--- config.mk ---
export PLATFORM = sky130hd
export DESIGN_NAME = index_vector_decoder_flat
export DESIGN_NICKNAME = d
export VERILOG_FILES = /design/src/rtl/index_vector_decoder_if.sv /design/src/rtl/index_vector_decoder.sv /design/src/flat_wrapper.sv
export SDC_FILE = /design/constraint.sdc
export NUM_CORES = 1
export LEC_CHECK = 0
export BUFFER_PORTS_ARGS = -buffer_cell sky130_fd_sc_hd__buf_2
export CAP_MARGIN = 30
export CELL_PAD_IN_SITES_DETAIL_PLACEMENT = 1
export CELL_PAD_IN_SITES_GLOBAL_PLACEMENT = 1
export CORE_MARGIN = 2
export CORE_UTILIZATION = 48
export CTS_CLUSTER_DIAMETER = 50
export DETAILED_ROUTE_END_ITERATION = 10
export HOLD_SLACK_MARGIN = 0.1
export PLACE_DENSITY = 0.88
export SKIP_CTS_REPAIR_TIMING = 1
export SLEW_MARGIN = 20
export SYNTH_ARGS = -nofsm -noshare
export SYNTH_HDL_FRONTEND = slang
export SYNTH_SLANG_ARGS = --single-unit
--- constraint.sdc ---
create_clock -name clk -period 4.25 [get_ports clk]
set_input_delay 0.85 -clock clk [delete_from_list [all_inputs] [get_ports clk]]
set_output_delay 0.85 -clock clk [all_outputs]
set_load 0.005 [all_outputs]
--- src/rtl/index_vector_decoder_if.sv ---
// index_vector_decoder_if: index-in / vector-out handshake bundle for index_vector_decoder.
interface index_vector_decoder_if #(
  parameter int WIDTH = 3,
  parameter int DEPTH = 4
);
  logic [WIDTH-1:0]             inNumber;
  logic                         inValid;
  logic                         inReady;
  logic [(1<<WIDTH)-1:0]        outVector;
  logic                         outValid;
  logic                         outReady;
  logic [$clog2(DEPTH+1)-1:0]   pending;
  modport master (output inNumber, inValid, outReady, input inReady, outVector, outValid, pending);
  modport slave  (input inNumber, inValid, outReady, output inReady, outVector, outValid, pending);
endinterface

--- src/rtl/index_vector_decoder.sv ---
// index_vector_decoder: FIFO-buffered index stream decoded to 2^WIDTH-bit vectors behind a registered output stage.
// THERMO_MODE_EN selects thermometer decode (bits [i:0]); otherwise one-hot.
module index_vector_decoder #(
  parameter int WIDTH = 3,
  parameter int DEPTH = 4
) (
  input logic clk,
  input logic rst_n,
  index_vector_decoder_if.slave bus
);
  localparam int VW = 1 << WIDTH;
  localparam int AW = $clog2(DEPTH);
  localparam int PW = $clog2(DEPTH + 1);

  function automatic logic [VW-1:0] decode(input logic [WIDTH-1:0] i);
`ifdef THERMO_MODE_EN
    return (VW'(2) << i) - VW'(1);
`else
    return VW'(1) << i;
`endif
  endfunction

  logic [WIDTH-1:0] mem_q [DEPTH];
  logic [AW-1:0]    wr_q, wr_d, rd_q, rd_d;
  logic [PW-1:0]    cnt_q, cnt_d;
  logic [VW-1:0]    vec_q, vec_d;
  logic             vld_q, vld_d;
  logic             push, pop;

  assign bus.inReady   = rst_n && (cnt_q < PW'(DEPTH));
  assign bus.outVector = vec_q;
  assign bus.outValid  = vld_q;
  assign bus.pending   = cnt_q;

  // Full/empty come from the occupancy count; pointers just wrap.
  always_comb begin
    push  = bus.inValid && bus.inReady;
    pop   = (cnt_q != '0) && (!vld_q || bus.outReady);
    wr_d  = push ? wr_q + AW'(1) : wr_q;
    rd_d  = pop ? rd_q + AW'(1) : rd_q;
    cnt_d = cnt_q + PW'(push) - PW'(pop);
    vld_d = pop || (vld_q && !bus.outReady);
    vec_d = pop ? decode(mem_q[rd_q]) : (vld_q && !bus.outReady) ? vec_q : '0;
  end

  always_ff @(posedge clk) begin
    if (push) mem_q[wr_q] <= bus.inNumber;
  end

  always_ff @(posedge clk or negedge rst_n) begin
    if (!rst_n) begin
      wr_q  <= '0;
      rd_q  <= '0;
      cnt_q <= '0;
      vec_q <= '0;
      vld_q <= 1'b0;
    end else begin
      wr_q  <= wr_d;
      rd_q  <= rd_d;
      cnt_q <= cnt_d;
      vec_q <= vec_d;
      vld_q <= vld_d;
    end
  end
endmodule

--- src/flat_wrapper.sv ---
// flat-port wrapper written by rule: the top's interface ports become plain ports
module index_vector_decoder_flat 
#(
  parameter int WIDTH = 3,
  parameter int DEPTH = 4
)
  (clk, rst_n, bus_inNumber, bus_inValid, bus_outReady, bus_inReady, bus_outVector, bus_outValid, bus_pending);
  index_vector_decoder_if #(.WIDTH(WIDTH), .DEPTH(DEPTH)) bus_i ();
  input logic clk;
  input logic rst_n;
  input wire logic [$bits(bus_i.inNumber)-1:0] bus_inNumber;
  input wire logic [$bits(bus_i.inValid)-1:0] bus_inValid;
  input wire logic [$bits(bus_i.outReady)-1:0] bus_outReady;
  output wire logic [$bits(bus_i.inReady)-1:0] bus_inReady;
  output wire logic [$bits(bus_i.outVector)-1:0] bus_outVector;
  output wire logic [$bits(bus_i.outValid)-1:0] bus_outValid;
  output wire logic [$bits(bus_i.pending)-1:0] bus_pending;
  assign bus_i.inNumber = bus_inNumber;
  assign bus_i.inValid = bus_inValid;
  assign bus_i.outReady = bus_outReady;
  assign bus_inReady = bus_i.inReady;
  assign bus_outVector = bus_i.outVector;
  assign bus_outValid = bus_i.outValid;
  assign bus_pending = bus_i.pending;
  index_vector_decoder #(.WIDTH(WIDTH), .DEPTH(DEPTH)) u_core (.clk(clk), .rst_n(rst_n), .bus(bus_i));
endmodule
==> flow_summary.toml <==
[floorplan]
floorplan.core_area_sq_um = 2430
initial_utilization = 0.495
die_width_um = 54.1
die-area_sq_um = 2930
num_rows = 18
io-pin-count = 20
die_h_um = 54.1

[clock_network]
cts_max_path_buffers = 2
clock_insertion_delay_worst_skew_ns = 0.33
tritoncts = "built"
clk_root_buffer_cell = "sky130_fd_sc_hd__clkbuf_4"
numClockSinks = 28
cts.htree.levels = 1
clkSlewWorstSetupHoldPaths_ns = 0.14
cts-buffers-inserted = 3

[final_layout]
layout.filler_cells = 256
n_antenna_cell = 0
layout-drive-gt1-share = 0.265
syn_to_final_growth_pct = 11.8
final_cell_count_no_fill = 132
finalNetCount = 117
final_core_util = 0.554

[timing]
maxSlewHeadroom = 0.490
clock_skew_ns = 0.00159
layout_min_cycle_time_ns = 2.71
setup_viol = 0
drv_slew = 0
fin_tns_setup_ns = 0
fmax_mhz = 369
timing.final.crit_share = 0.638
rsz0062_at_grt = "no"
tightest_slew_ns = 0.763
hold_ws_ns = 0.404
final-hold-violation-count = 0

[drt]
drt_wl_total_mm = 2.15
avgViaCountPerCell = 5.47
via_count = 722
drt_iter0_drcs = 9
drt.antenna.violating_nets = 0
drt_pass1_iterations = 3
detail_route.drc_violations = 0
avgRoutedWirePerCell_um = 16.3

[power_and_ir_drop]
clock_power_share = 0.129
p_leak_nw = 0.602
power_per_cell_area_nw_per_um2 = 644
max-vdd-ir-drop_uv = 399
power_switching_mw = 0.312
internal_power_mw = 0.555
comb_power_share = 0.377
finalPower_mw = 0.867
seq_power_share = 0.495
switching_share = 0.360

[synthesis]
syn-num-nets = 95
cell_taking_the_most_area_after_synthesis = "sky130_fd_sc_hd__dfrtp_1"
synth-main-ff-cell = "sky130_fd_sc_hd__dfrtp_1"
synth_sequential_area_ratio = 0.631
number_of_flops_mapped_to_enable_cells_by_yosys = 12
synth.most_common_cell = "sky130_fd_sc_hd__dfrtp_1"
synth-warning-count = 0
synth_area_per_cell_sq_um = 14.9
asyncSetResetFlopFracSynth = 0.571
postSynthCellCount = 81
most_used_standard_cells_in_the_synthesized_netlist = "sky130_fd_sc_hd__dfrtp_1, sky130_fd_sc_hd__edfxtp_1, sky130_fd_sc_hd__inv_1"
yosys.cell_types.count = 23
yosysTopAreaCellShare = 0.332
post_synth_main_area_contributors = "sky130_fd_sc_hd__dfrtp_1, sky130_fd_sc_hd__edfxtp_1, sky130_fd_sc_hd__ha_1, sky130_fd_sc_hd__mux4_2, sky130_fd_sc_hd__a32o_1"
mappedNetlistArea_sq_um = 1200
ys_seq_elements = 28

[placement]
place.detailed.hpwl_mm = 1.72
dp.cells = 128
place.gp.congestion = 0.724
io_buffers = 19

[worst_setup_path]
timing.critical_path.to_type = "register"
critPathKind = "in2reg"
crit_arrival_ns = 2.98
crit_path_start_kind = "input port"
cp.required_ns = 4.52
critical_path_peak_fanout = 10

[grt]
antenna_found_initial = 0
groute.usage.overall = 0.175
grt_max_degree = 18
grt_first_pass_wirelength_mm = 3.55
grt_overflow_total = 0
grt_pass1_vias = 758

[worst_hold_path]
worst_hold_path_class = "in2async"

[run_status]
run_status = "completed"

[job]
drv.max_cap_violation_count = 0
-- critical path: stages --
cell,delay (ns)
sky130_fd_sc_hd__buf_2,0.11
sky130_fd_sc_hd__nor2b_1,0.59
sky130_fd_sc_hd__nor2_1,0.19
sky130_fd_sc_hd__ha_1,0.32
sky130_fd_sc_hd__inv_1,0.05
sky130_fd_sc_hd__ha_1,0.18
sky130_fd_sc_hd__fa_1,0.38
sky130_fd_sc_hd__xnor2_1,0.17
sky130_fd_sc_hd__xnor2_1,0.13
-- through the flow --
stage	cell area [sq um]	setup slack, ns
global route	1350	1.42
CTS	1350	1.53
finish	1350	1.54
detailed placement	1320	1.18
global placement	1320	1.27
floorplan	1200	1.79
-- path summary, 6_finish.rpt --
check                                                     from                                  end  slack [ns]  cells after the start
min reg2reg                u_core.bus.outVector[1]$_DFFE_PN0P_  u_core.bus.outVector[1]$_DFFE_PN0P_        0.51                      1
min                                                      rst_n  u_core.bus.outVector[2]$_DFFE_PN0P_        0.40                      1
max in group asynchronous                                rst_n           u_core.wr_q[1]$_DFFE_PN0P_        3.59                      1
max                                               bus_outReady      u_core.bus.pending[2]$_DFF_PN0_        1.54                      9
min in group clk           u_core.bus.outVector[1]$_DFFE_PN0P_  u_core.bus.outVector[1]$_DFFE_PN0P_        0.51                      1
max reg2reg                      u_core.bus.outValid$_DFF_PN0_      u_core.bus.pending[2]$_DFF_PN0_        1.74                      8
-- metal layers --
layer  track usage  vias to the layer above  wire length (um)
li1              -                      331                 -
met1         0.202                      368               890
met2         0.307                       19              1120
met3        0.0333                        4                86
met4        0.0917                        0                47
met5             0                        -                 0
-- cell usage in the layout, fill, tap and decap left out --
cell                       instances
sky130_fd_sc_hd__nand2b_1          1
sky130_fd_sc_hd__ha_1              6
sky130_fd_sc_hd__xnor2_1           4
sky130_fd_sc_hd__nand2_1           5
sky130_fd_sc_hd__edfxtp_1         12
sky130_fd_sc_hd__and2_0            1
sky130_fd_sc_hd__o31ai_1           4
sky130_fd_sc_hd__inv_1             8
sky130_fd_sc_hd__a32o_1            4
sky130_fd_sc_hd__fa_1              1
sky130_fd_sc_hd__or3_1             1
sky130_fd_sc_hd__clkbuf_4          3
sky130_fd_sc_hd__nor3_4            1
sky130_fd_sc_hd__nor2_1            1
sky130_fd_sc_hd__nor3_1            1
sky130_fd_sc_hd__clkinv_1          1
sky130_fd_sc_hd__nand3_1           2
sky130_fd_sc_hd__mux2_2            1
sky130_fd_sc_hd__nor2b_1           2
sky130_fd_sc_hd__dfrtp_1          16
sky130_fd_sc_hd__mux4_2            3
sky130_fd_sc_hd__xor2_1            1
sky130_fd_sc_hd__buf_2            19
sky130_fd_sc_hd__and3_1            4
-- power groups by stage --
stage / clock network, mW / registers, mW / logic [mW]
2_1_floorplan: 0 / 0.421 / 0.233
3_3_place_gp: 0 / 0.431 / 0.309
3_5_place_dp: 0 / 0.439 / 0.330
4_1_cts: 0.114 / 0.433 / 0.335
5_1_grt: 0.122 / 0.442 / 0.378
6_report: 0.111 / 0.429 / 0.327
-- sequential cells by signal, summed over array words and instances (netlist names) --
name,cells
u_core.mem_q,12
u_core.bus.outVector,8
u_core.bus.outValid,1
u_core.bus.pending,3
u_core.rd_q,2
u_core.wr_q,2
-- final cells by class --
| type | count | area [sq um] | area share |
|---|---|---|---|
| Inverter | 8 | 30.0 | 0.0223 |
| Clock buffer | 3 | 22.5 | 0.0167 |
| Multi-Input combinational cell | 43 | 398 | 0.295 |
| Tap cell | 30 | 37.5 | 0.0279 |
| Timing Repair Buffer | 19 | 95.1 | 0.0706 |
| Clock inverter | 1 | 3.75 | 0.00279 |
| Sequential cell | 28 | 761 | 0.565 |
-- kinds of logic (layout without fill, tap and decap cells) --
family                     Yosys count  count (layout)  share of synthesized area
and+or+nand+nor                     19              19                     0.0914
muxes                                4               4                     0.0654
DFF                                 28              28                      0.631
adders and majority gates            7               7                     0.0789
xor gates and xnor gates             5               5                     0.0363
buffers and inverters               10              31                     0.0384
AOI/OAI and AO/OA                    8               8                     0.0582
(Power assumes the default switching activity.)
